File: src/rtl/serial_pe_pkg.sv
// Shared constants and write-FSM encoding for the serial PE writeback slice.
package serial_pe_pkg;

    localparam int NUM_TAPS = 9;
    localparam int ACC_W    = 20;
    localparam int DATA_W   = 8;
    localparam int ADDR_W   = 6;

    localparam int QMAX = 127;
    localparam int QMIN = -128;

    typedef enum logic {
        IDLE = 1'b0,
        PEND = 1'b1
    } wb_state_e;

endpackage

File: src/rtl/serial_mac_unit.sv
// Signed serial MAC over one window: accumulator, tap counter and capture register.
module serial_mac_unit
    import serial_pe_pkg::*;
#(
    parameter int TAPS  = NUM_TAPS,
    parameter int SUM_W = ACC_W
) (
    input  logic                     clk,
    input  logic                     rst,
    input  logic signed [DATA_W-1:0] w_in,
    input  logic signed [DATA_W-1:0] f_in,
    input  logic                     acc_en,
    input  logic                     rst_pe,
    input  logic                     hold_result,
    output logic                     capture,
    output logic signed [SUM_W-1:0]  result
);

    localparam int CNT_W  = $clog2(TAPS + 1);
    localparam int PROD_W = 2 * DATA_W;

    logic signed [PROD_W-1:0] product;
    logic signed [SUM_W-1:0]  product_ext;
    logic signed [SUM_W-1:0]  acc;
    logic signed [SUM_W-1:0]  sum;
    logic [CNT_W-1:0]         tap_cnt;
    logic                     last_tap;

    assign product     = w_in * f_in;
    assign product_ext = {{(SUM_W - PROD_W){product[PROD_W-1]}}, product};
    assign sum         = acc + product_ext;
    assign last_tap    = (tap_cnt == CNT_W'(TAPS - 1));

    // rst_pe overrides acc_en, so a tap presented alongside it never completes a window
    assign capture = acc_en && !rst_pe && last_tap;

    always_ff @(posedge clk) begin
        if (rst || rst_pe) begin
            acc     <= '0;
            tap_cnt <= '0;
        end else if (acc_en) begin
            if (last_tap) begin
                acc     <= '0;
                tap_cnt <= '0;
            end else begin
                acc     <= sum;
                tap_cnt <= tap_cnt + CNT_W'(1);
            end
        end
    end

    // hold_result keeps a pending write's value when a new window finishes too early
    always_ff @(posedge clk) begin
        if (rst) begin
            result <= '0;
        end else if (capture && !hold_result) begin
            result <= sum;
        end
    end

endmodule

File: src/rtl/serial_pe_writeback.sv
// Quantizes each captured MAC sum and writes it to feature memory over a request/ready port.
module serial_pe_writeback
    import serial_pe_pkg::*;
#(
    parameter int NUM_TAPS = serial_pe_pkg::NUM_TAPS,
    parameter int ACC_W    = serial_pe_pkg::ACC_W,
    parameter int SHIFT    = 0,
    parameter int RELU     = 1,
    parameter int NUM_OUT  = 16
) (
    input  logic                     clk,
    input  logic                     rst,
    input  logic signed [DATA_W-1:0] w_in,
    input  logic signed [DATA_W-1:0] f_in,
    input  logic                     acc_en,
    input  logic                     rst_pe,
    input  logic [7:0]               result_baseaddr,
    input  logic                     wr_ready,
    output logic                     we,
    output logic [ADDR_W-1:0]        wr_addr,
    output logic [DATA_W-1:0]        wr_data,
    output logic                     layer_done,
    output logic                     overrun
);

    localparam int IDX_W = (NUM_OUT > 1) ? $clog2(NUM_OUT) : 1;
    localparam logic [IDX_W-1:0] LAST_IDX = IDX_W'(NUM_OUT - 1);

    localparam logic signed [ACC_W-1:0] Q_HI = ACC_W'(QMAX);
    localparam logic signed [ACC_W-1:0] Q_LO = (RELU != 0) ? '0 : ACC_W'(QMIN);

    wb_state_e               state;
    wb_state_e               state_next;
    logic [IDX_W-1:0]        out_idx;
    logic                    capture;
    logic                    hold_result;
    logic                    write_done;
    logic                    drop;
    logic signed [ACC_W-1:0] result;
    logic signed [ACC_W-1:0] shifted;
    logic [7:0]              addr_full;
    logic [1:0]              addr_unused;

    assign hold_result = (state == PEND) && !wr_ready;

    serial_mac_unit #(
        .TAPS  (NUM_TAPS),
        .SUM_W (ACC_W)
    ) u_mac (
        .clk         (clk),
        .rst         (rst),
        .w_in        (w_in),
        .f_in        (f_in),
        .acc_en      (acc_en),
        .rst_pe      (rst_pe),
        .hold_result (hold_result),
        .capture     (capture),
        .result      (result)
    );

    assign shifted = result >>> SHIFT;

    always_comb begin
        if (shifted > Q_HI) begin
            wr_data = Q_HI[DATA_W-1:0];
        end else if (shifted < Q_LO) begin
            wr_data = Q_LO[DATA_W-1:0];
        end else begin
            wr_data = shifted[DATA_W-1:0];
        end
    end

    // Output region wraps modulo 64; the high bits of the 8-bit sum are intentionally discarded
    assign addr_full   = result_baseaddr + 8'(out_idx);
    assign wr_addr     = addr_full[ADDR_W-1:0];
    assign addr_unused = addr_full[7:ADDR_W];

    always_ff @(posedge clk) begin
        if (rst) begin
            state <= IDLE;
        end else begin
            state <= state_next;
        end
    end

    always_comb begin
        state_next = state;
        we         = 1'b0;
        write_done = 1'b0;
        layer_done = 1'b0;
        drop       = 1'b0;
        case (state)
            IDLE: begin
                if (capture) begin
                    state_next = PEND;
                end
            end
            PEND: begin
                we = 1'b1;
                if (wr_ready) begin
                    write_done = 1'b1;
                    layer_done = (out_idx == LAST_IDX);
                    // a capture landing on the completing cycle becomes the next pending write
                    if (!capture) begin
                        state_next = IDLE;
                    end
                end else if (capture) begin
                    drop = 1'b1;
                end
            end
            default: begin
                state_next = IDLE;
            end
        endcase
    end

    always_ff @(posedge clk) begin
        if (rst) begin
            out_idx <= '0;
            overrun <= 1'b0;
        end else begin
            if (write_done) begin
                out_idx <= (out_idx == LAST_IDX) ? '0 : out_idx + IDX_W'(1);
            end
            if (drop) begin
                overrun <= 1'b1;
            end
        end
    end

endmodule

File: config.mk
export PLATFORM = sky130hd
export DESIGN_NAME = serial_pe_writeback
export DESIGN_NICKNAME = d
export VERILOG_FILES = /design/src/rtl/serial_pe_pkg.sv /design/src/rtl/serial_mac_unit.sv /design/src/rtl/serial_pe_writeback.sv
export SDC_FILE = /design/constraint.sdc
export NUM_CORES = 1
export LEC_CHECK = 0
export BUFFER_PORTS_ARGS = -buffer_cell sky130_fd_sc_hd__buf_2
export CORE_ASPECT_RATIO = 0.6
export CORE_UTILIZATION = 68
export CTS_BUF_LIST = sky130_fd_sc_hd__clkbuf_4
export DETAILED_ROUTE_END_ITERATION = 10
export PLACE_DENSITY = 0.89
export SYNTH_ARGS = -nofsm -noshare
export SYNTH_HDL_FRONTEND = slang
export SYNTH_SLANG_ARGS = --single-unit
File: constraint.sdc
create_clock -name clk -period 13.7 [get_ports clk]
set_input_delay 0.685 -clock clk [delete_from_list [all_inputs] [get_ports clk]]
set_output_delay 0.685 -clock clk [all_outputs]
set_load 0.005 [all_outputs]
* After elaboration in Yosys (flattened, before gate mapping)
Cells that the tools add are included.
Storage, ports and cells: register bits after elaboration 50, word-level logic and storage cells 39
Operators by class: add/sub/neg operators 4, multiply operators 1, $lt $le $gt $ge 2, equality and inequality tests 2, muxes and demuxes 15, bitwise logic cells 1, reductions and logical operators 8
Operator list (number):
- $add 20x16->20 | 1
- $gt 20x8->1 const B | 1
- $lt 20x1->1 const B | 1
- $mux 20 | 1
- $mul 8x8->16 | 1
- $mux 8 | 2
- $mux 1 | 9
- $add 4x1->4 const B | 2
- $eq 4x4->1 const B | 2
- $mux 4 | 2
- $add 6x4->6 | 1
- $logic_and 1x1->1 | 4
- $logic_not 1->1 | 3
- $pmux 1 s2 | 1
- $logic_or 1x1->1 | 1
- $not 1->1 | 1

* Longest topological paths before layout
Gate-level depths: netlist (run 1).
word-level depth 6, gate-level depth with buffers 19, gate-level depth less buffers 18

* Modules after synthesis
Synthesis (run 1) repeated with hierarchy kept, for this count alone.
Second synthesis, totals: cells, all modules 617, area, all modules 5699.2 um2
By module, submodules not included:
- serial_mac_unit | times used 1, cells each 548, area each 5186.2 um2, seq. area each 880.8 um2
- serial_pe_writeback | times used 1, cells each 69, area each 513.0 um2, seq. area each 120.1 um2

* Worst setup path before layout (run 1)
No wires, ideal clock.
path kind input to register, from input f_in[1], to register u_mac.acc[19], setup time 0.122 ns, arrival 5.445 ns, data required time 13.578 ns, slack 8.133 ns, stages 17, path buffers 2, path through clkbuf_1 -> and2_1 -> fa_1 -> fa_1 -> fa_1 -> inv_1 -> fa_1 -> inv_1 -> ha_1 -> ha_1 -> buf_2 -> a21oi_2 -> o21ai_1 -> a2111oi_2 -> a21oi_1 -> and3_1 -> a311o_1
On the way: longest elaborated chain between the ends 3
Ends and longest elaborated chain:
- start, declared | line serial_pe_writeback.sv:14 | input logic signed [DATA_W-1:0] f_in,
- $mul 8x8->16 | line serial_mac_unit.sv:29 | assign product = w_in * f_in;
- $add 20x16->20 | line serial_mac_unit.sv:31 | assign sum = acc + product_ext;
- $mux 20 | line serial_mac_unit.sv:42 | if (last_tap) begin
- end signal, assigned | line serial_mac_unit.sv:46 | acc <= sum;
- end, declared | line serial_mac_unit.sv:24 | logic signed [SUM_W-1:0] acc;
Every way passes these cells. A chain may end at the register's enable or synchronous reset.

* Worst setup path in the final report (run 1)
from input f_in[0], to register u_mac.result[17]
On the way: longest elaborated chain between the ends 2
Ends and longest elaborated chain:
- $mul 8x8->16 | line serial_mac_unit.sv:29
- $add 20x16->20 | line serial_mac_unit.sv:31
- end signal, assigned | line serial_mac_unit.sv:57 | result <= sum;
- end, declared | line serial_mac_unit.sv:16 | output logic signed [SUM_W-1:0] result
Every way passes these cells.

==> results of run 1 <==
worst max-delay path, delay by kind of cell:
| family | cells | cell delay (ns) |
|---|---|---|
| AO/OA/AOI/OAI | 4 | 0.62 |
| AND/OR/NAND/NOR | 3 | 1.28 |
| adder cells (fa/ha/maj) | 6 | 2.92 |
| buffers and inverters | 3 | 0.40 |
path summary, 6_finish.rpt:
kind                            to       startpoint  slack [ns]
setup / recovery  u_mac.result[17]          f_in[0]        8.05
hold / removal     u_mac.result[1]  u_mac.result[1]        0.47
setup reg to reg  u_mac.result[18]     u_mac.acc[4]        8.85
hold reg to reg    u_mac.result[1]  u_mac.result[1]        0.47
power by group through the flow:
stage	Sequential, mW	Clock [mW]	Combinational [mW]
6_report	0.165	0.0836	1.06
5_1_grt	0.167	0.0890	1.21
4_1_cts	0.165	0.0840	1.06
3_5_place_dp	0.168	0	1.05
3_3_place_gp	0.168	0	0.997
2_1_floorplan	0.166	0	0.829
per-stage QoR:
| stage | worst slack, ns | util (%) | cells | power [mW] | hold WS [ns] |
|---|---|---|---|---|---|
| after floorplan | 8.13 | - | 643 | 0.995 | 0.436 |
| after global placement | 7.81 | 75.1 | 774 | 1.17 | 0.446 |
| after detailed placement | 7.66 | 75.1 | 774 | 1.22 | 0.452 |
| after CTS | 8.08 | 76.0 | 781 | 1.31 | 0.470 |
| after global routing | 7.75 | 76.0 | 781 | 1.47 | 0.485 |
| final | 8.05 | 76.0 | 781 | 1.31 | 0.468 |
layer usage:
metal / global-route usage (%) / up-vias
met2: 53.6 / 150
li1: - / 2123
met5: 0 / -
met4: 6.86 / 0
met3: 5.59 / 24
met1: 41.4 / 2224
cells in the mapped netlist (3+ instances only):
library cell	instances	area share, %
nand3b_1	4	0.51
a211oi_1	4	0.51
xnor2_1	16	2.4
ha_1	53	11
inv_1	105	6.8
and3_1	3	0.32
a21o_1	7	0.90
o21ai_0	14	1.2
buf_4	3	0.39
xor2_1	7	1.1
nand2_1	63	4.1
and2_1	38	4.1
a21oi_1	47	4.0
fa_1	89	31
nor3_1	5	0.43
nor2b_1	8	0.86
dfxtp_1	50	17
nand2b_1	3	0.32
nor3b_1	4	0.51
nor2_1	36	2.3
a21oi_2	3	0.45
nand3_1	9	0.77
o21bai_1	3	0.39
clkbuf_1	10	0.64
buf_2	5	0.43
a2bb2oi_1	5	0.75
nor4_1	4	0.43
o21ai_1	4	0.34
cell families (layout without fill, tap and decap cells):
| kind of cell | Yosys count | count (layout) | synth area share (%) |
|---|---|---|---|
| and+or+nand+nor | 192 | 192 | 16.8 |
| adders and majority gates | 142 | 142 | 41.9 |
| buffers and inverters | 125 | 155 | 8.51 |
| AOI/OAI and AO/OA | 108 | 108 | 11.9 |
| DFF | 50 | 50 | 17.1 |
| xor gates and xnor gates | 23 | 23 | 3.45 |
| muxes | 2 | 2 | 0.343 |
| other | 1 | 1 | 0.0642 |
layout make-up:
cell class | instances | area, sq um | area share, %
Tap cell | 108 | 135 | 2.19
Timing Repair Buffer | 42 | 210 | 3.41
Clock buffer | 5 | 37.5 | 0.610
Multi-Input combinational cell | 468 | 4340 | 70.5
Clock inverter | 2 | 33.8 | 0.549
Inverter | 106 | 400 | 6.50
Sequential cell | 50 | 1000 | 16.3
sequential cells by signal, summed over array words and instances, names as in the netlist:
signal and flops:
out_idx 4, overrun 1, state 1, u_mac.acc 20
u_mac.result 20, u_mac.tap_cnt 4
==> results.md, run 1 <==
- The number of standard-cell rows in the floorplan is 25.
- After clock tree synthesis, the clock-pin slew on the worst setup and hold paths is around 0.15 ns.
- The via count of the routed design is between 4,000 and 5,000.
- The net count of the mapped netlist is slightly above 800.
- The overall overflow remaining after global route is 0.
- The setup-violating endpoint count in the final report is 0.
- The synthesized flop and latch total is 50.
- Subtracting the final worst setup slack from the clock period gives roughly 5.6 ns.
- The cell type with the highest occurrence count on the critical path is fa_1.
- For this run, design rule violations remaining after detail routing come to 0.
- Dividing total power by cell area gives a power density of 213 nW/um^2.
- For this run, the slowest stage of the critical path takes between 0.6 and 0.7 ns.
- The maximum number of pins on one net before global-route repair is 37.
- Dividing the final minimum period by the clock period gives approximately 41%.
- The post-place instance area is 6090 sq um.
- The cell area after layout is between 6000 and 7000 sq um.
- For this run, asynchronously set or reset flops after synthesis account for 0%.
- The number of global-route vias before repair came to 4,633.
- 0 antenna diodes ended up in the layout.
- The tree built by TritonCTS fans out to 50 sinks.
- The initial antenna violation count was 0.
- Once the clock tree was built, the resizer swapped 0 gates to a different size.
- Using the TritonRoute via totals, the vias-per-cell ratio works out to 5.79.
- The average wire length per cell after detail routing is ~16 microns.
- The flow ran to the end, and the final reports show no timing, DRC or antenna violations.
- Setup repair after global routing left no endpoint under its margin.
- The total track usage is around 31%.
- For this run, the number of Yosys warnings is 0.
- The library cells used most frequently in the layout, excluding fill and tap cells, are inv_1, fa_1, nand2_1, ha_1, dfxtp_1.
- The cell count of the worst hold path is 2.
- The setup path with the least slack is of type in -> reg.
- The slowest library cell on the worst path is and2_1.
- Max-cap violations in this run came to 0.
- After routing, the total negative slack on setup checks comes to 0 ns.
- The library cell used most frequently in the layout, excluding fill and tap cells, is inv_1.
- The final clock skew is around 0.017 ns.
- The detailed router finished its first iteration with just under 300 violations.
- STA classifies the critical path endpoint as a flop.
- The routed wire length is ~13,000 microns.
- In the detailed route, the total length drawn on met2 is 6060 microns.
- The signal on the critical path passes through buf_2 > and2_1 > inv_1 > fa_1 > inv_1 > fa_1 > fa_1 > fa_1 > fa_1 > ha_1 > o21ai_0 > o21bai_1 > o211a_1 > or4b_1 > nand3_1 > o31ai_1.
- Headroom to the max-slew limit came out at between 40% and 50%.
- IR analysis of the VDD net gives a maximum drop of ~0.00021 V.
- In this run, post-CTS hold repair placed 0 buffers.
- The iteration count of the initial detailed-routing pass is 5.
- For this run, the top clock speed supported by timing is 177 MHz.
- Averaged over all synthesized cells, the footprint is 9.08 sq um.
- The first global-routing pass estimated 21,400 microns of wire.
- The final HPWL from detailed placement is approximately 10,000 microns.
- The switching power is a little under 0.7 mW.
- The count of port buffers added during placement is 42.
- Among all flip-flop cells after synthesis, the most frequent one is dfxtp_1.
- The net count of the finished layout is ~840.
- CTS placed an instance of clkbuf_4 at the clock tree root.
- The fraction of final layout cells sized beyond drive strength 1 is under 10%.
- For the worst setup path, the data required time is ~14 ns.
- TritonCTS built the clock tree.
- The die outline width is 122 microns.
- The relative contribution of sequential cells to total power is 12.6%.
- The post-CTS repair timing setup buffer count is 0.
- The logic depth of the worst register-to-register path is 17.
- The min-delay analysis places its worst path in the category reg -> reg.
- The die area is approximately 9000 sq um.
- The count of final hold-check violations is 0.
- For this design the static power due to leakage is around 3.0 nW.
- The cell count after synthesis came out at approximately 640.
- For this block, wires on met1 add up to ~5600 microns.
- Cell internal power was estimated by the tool at 0.637 mW.
- Yosys mapped a number of flops with a built-in enable equal to 0.
- The count of nets left with antenna violations after detail routing is 0.
- For the worst setup path, the data arrival time is 5.92 ns.
- The switching part of the total power is between 50% and 60%.
- The number of pins with negative max-slew slack in the final report is 0.
- The floorplan step set the die height to about 74 microns.
- Pin placement for this block handled 46 I/O pins.
- Summing every instance area after synthesis gives slightly below 6000 sq um.
- The met3 layer wire length in the routed design is between 700 and 800 microns.
- The initial core utilization is roughly 72%.
- The highest layer used for signal routing is met4.
- The region available for standard cell placement spans ~8100 sq um.
- Combinational cells account for around 81% of the total power.
- The pin slew with the least headroom to its limit is just over 0.8 ns.
- The clock network is responsible for 6.4% of the overall power.
- The type of element launching the critical path is a primary input.
- The number of H-tree levels is 2.
- At the later pin of the worst-skew pair, clock insertion delay measures around 0.4 ns.
- The congestion estimate from routability-driven global placement came to 0.879.
- After synthesis, the netlist uses 58 different library cells.
- In this run, CTS created clock tree buffers numbering 5.
- The clock passes through at most 2 buffers.
- In this run the worst path has a maximum fanout of 13.
- Compared with the post-synthesis result, the final layout area differs by 5.49%.
- The fill cell total of the finished layout is between 500 and 600.
- For this run, the register share of the synthesized area comes to between 10% and 20%.
Power figures use the tool's default switching activity.
==> run 2, diff against run 1 <==
Settings changed: ABC_AREA set to 1, CORE_UTILIZATION 68 to 58, PLACE_DENSITY 0.89 to 0.8.
Clock period 13.7 ns to 5.05 ns, I/O delays scaled along.
==> results.md, run 2 <==
- The flow ran to the end, and the final reports show no timing, DRC or antenna violations.
- The initial core utilization was 61.3% (-11 points).
- The data required time of the critical path came to 5.36 ns (-8.61 ns).
- The number of pins with negative max-slew slack in the final report is 0 (unchanged).
- The number of hold-repair buffers added at the cts stage is 0 (unchanged).
- The area added between synthesis and finish was 5.48% (about the same).
- The initial antenna violation count was 1 (+1).
- The worst setup path is captured at a flop.
- The first-pass GRT wire length was 21,800 microns (+1.9%).
- The pin slew with the least headroom to its limit is 0.805 ns (-0.00226 ns).
- The post-synthesis instance total is 785 (+22%).
- The detail-routed via count per cell was 5.20 (-10%).
- The total negative slack for setup checks is 0 ns (unchanged).
- The proportion of synthesized flip-flops having asynchronous set or reset is 0% (unchanged).
- The final HPWL from detailed placement is 10,900 microns (+4.1%).
- The top-level port count is 46 (unchanged).
- The final instance count without filler cells was 948 (+21%).
- The combinational power share is 82.2% (+1.1 points).
- The switching power was 2.23 mW (+230%).
- The maximum count of clock buffers along a single path came to 2 (unchanged).
- The number of clock sinks seen by CTS is 50 (unchanged).
- The leakage power summed over all cells is 3.70 nW (+24%).
- The sum of internal, switching and leakage power is 3.97 mW (+200%).
- After synthesis, the cell types taking the most area are fa_1, dfxtp_1, inv_1, nand2_1, ha_1.
- The internal power of the cells is 1.73 mW (+170%).
- The path class of the tightest hold or removal check is in -> reg.
- In the layout the commonest cells are inv_1, nand2_1, fa_1, ha_1, dfxtp_1.
- The iteration count of the initial detailed-routing pass was 5 (unchanged).
- The total of warnings raised by yosys is 0 (unchanged).
- The post-cts sizing count is 0 (unchanged).
- The relative contribution of sequential cells to total power is 11.4% (-1.2 points).
- The data arrival time of the worst path is 4.82 ns (-1.10 ns).
- The clock insertion delay at the later pin of the skew report was 0.41 ns (+0.02 ns).
- The area inside the core boundary is 10,100 sq um (+25%).
- The count of final hold-check violations is 0 (unchanged).
- The count of nets left with antenna violations after detail routing is 0 (unchanged).
- The synthesized flop and latch total is 50 (unchanged).
- The total placed cells including tap cells is 939 (+21%).
- The die outline width is 136 microns (+11%).
- The total power per unit cell area was 606 nW/um^2 (+180%).
- The vertical die dimension was 82.1 microns (+11%).
- The total track usage is 25.1% (-6.1 points).
- The count of port buffers added during placement came to 42 (unchanged).
- The share of the synthesized area in the top cell type was 28.7% (-1.8 points).
- The setup-violating endpoint count in the final report is 0 (unchanged).
- The number of global-route vias before repair is 4,831 (+4.3%).
- The die area is 11,100 sq um (+24%).
- TritonCTS built the clock tree.
- The routed wire length is 12,700 microns (+1.8%).
- The average wire length per cell after detail routing is 13.4 microns (-16%).
- The post-CTS repair timing setup buffer count is 0 (unchanged).
- The clock transition time at the flip-flop clock pins of the worst setup and hold paths was 0.16 ns (about the same).
- The overall overflow remaining after global route is 0 (unchanged).
- The number of synthesized flops with an enable pin is 0 (unchanged).
- The post-place instance area is 6460 sq um (+6.1%).
- The fraction of final layout cells sized beyond drive strength 1 came to 13.1% (+4.3 points).
- The most used flip-flop cell after synthesis is dfxtp_1.
- The number of H-tree levels is 2 (unchanged).
- The most common cell in the synthesized netlist is inv_1.
- The synthesized cell area is 6210 sq um (+6.3%).
- The clock period minus final worst setup slack is approximately 4.5 ns.
- Dividing the final minimum period by the clock period gives a little under 90%.
- The worst setup path is launched from a primary input.
- The part of the power in the clock network is 6.5% (about the same).
- The number of unique standard cell types used by synthesis is 42 (-28%).
- The most common library cell in the layout ignoring fill and taps is inv_1.
- The detailed-route DRC error count was 0 (unchanged).
- The final RePlAce weighted congestion is 0.894 (+1.8%).
- Setup repair after global routing left no endpoint under its margin.
- The CTS buffer count is 5 (unchanged).
- The largest registers in the layout are u_mac.acc x20, u_mac.result x20.
- The via count of the routed design is 4,929 (+9.0%).
- The switching part of the total power came to 56.3% (+4.8 points).
- The total of max-cap violations came to 0 (unchanged).
- The maximum number of pins on one net before global-route repair came to 29 (-22%).
- The net count of the mapped netlist is 956 (+17%).
- The maximum vdd drop is 0.000460 V (+120%).
- The final layout net count came to 982 (+16%).
- The final cell utilization of the core is 64.7% (-11 points).
- The critical path start-end classification is in -> reg.
- The portion of the post-synthesis area used by sequential elements is 16.1% (-1.0 points).
- Static timing analysis puts the maximum clock frequency at about 220 MHz.
- The number of standard-cell rows in the floorplan came to 28 (+12%).
- The cell area after layout came to 6550 sq um (+6.3%).
- The DRC marker count from the first detailed-route iteration came to 306 (+5.5%).
- The final clock skew is 0.0316 ns (+0.0144 ns).
- The root buffer cell chosen for the clock tree is clkbuf_4.
- The average cell area after synthesis is 7.91 sq um (-13%).
- The worst-path maximum fanout was 12 (-1).
- Sorting the synthesized cells by how often they occur yields inv_1, nand2_1, fa_1.
- The cell taking the most area after synthesis is fa_1.
- The relative slew slack is 46.2% (+0.091 points).
run 2: worst paths after layout:
| kind | start | end | slack (ns) | depth (start not counted) |
|---|---|---|---|---|
| max | f_in[0] | u_mac.result[18] | 0.54 | 19 |
| min | rst_pe | state | 0.16 | 4 |
| max reg2reg | u_mac.acc[6] | u_mac.result[14] | 0.62 | 20 |
| min reg2reg | u_mac.acc[2] | u_mac.acc[2] | 0.48 | 2 |
run 2: worst max-delay path: stages:
cell and delay, ns:
buf_2 0.18, nand2_1 0.12, inv_1 0.48, fa_1 0.55, fa_1 0.51, inv_1 0.04
fa_1 0.47, inv_1 0.05, fa_1 0.48, ha_1 0.31, ha_1 0.36, a21oi_1 0.33
o21ai_1 0.17, a21oi_2 0.17, nand3b_1 0.11, nand2_1 0.08, nand2_1 0.05, nand2_1 0.06
inv_1 0.03
run 2: logic make-up (layout without fill, tap and decap cells):
family | after synthesis | count (layout) | synth area share [%]
buffers and inverters | 219 | 246 | 14.2
and+or+nand+nor | 271 | 271 | 19.3
adders and majority gates | 142 | 142 | 39.4
AOI/OAI and AO/OA | 89 | 89 | 9.11
other | 1 | 2 | 0.0604
xor gates and xnor gates | 13 | 13 | 1.83
DFF | 50 | 50 | 16.1
run 2: final cells by class:
class,count,area (sq um)
multi-input combinational,516,4330
fill,903,3580
sequential,50,1000
inverter,193,732
timing repair buffer,45,233
tap,135,169
clock inverter,3,47.5
clock buffer,5,37.5
antenna,1,2.50
run 2: through the flow:
step | setup slack, ns | hold WS, ns
floorplan | 0.500 | 0.424
detailed placement | 0.118 | 0.454
global placement | 0.238 | 0.442
finish | 0.538 | 0.162
CTS | 0.548 | 0.151
global route | 0.270 | 0.164
run 2: power by group through the flow:
| stage | Combinational [mW] | Sequential (mW) | Clock, mW |
|---|---|---|---|
| 2_1_floorplan | 2.55 | 0.453 | 0 |
| 3_3_place_gp | 3.12 | 0.457 | 0 |
| 3_5_place_dp | 3.21 | 0.459 | 0 |
| 4_1_cts | 3.25 | 0.451 | 0.261 |
| 5_1_grt | 3.72 | 0.455 | 0.275 |
| 6_report | 3.26 | 0.451 | 0.256 |
run 2: metal layers:
layer  global-route usage [%]  vias up  part of all wire (%)  wire length [microns]
met2                     42.3      129                    46                   5870
met3                     4.27       19                   5.9                    755
met1                     34.6     2388                    47                   5970
met4                     4.49        0                   1.0                    130
li1                         -     2393                     -                      -
met5                        0        -                     0                      0
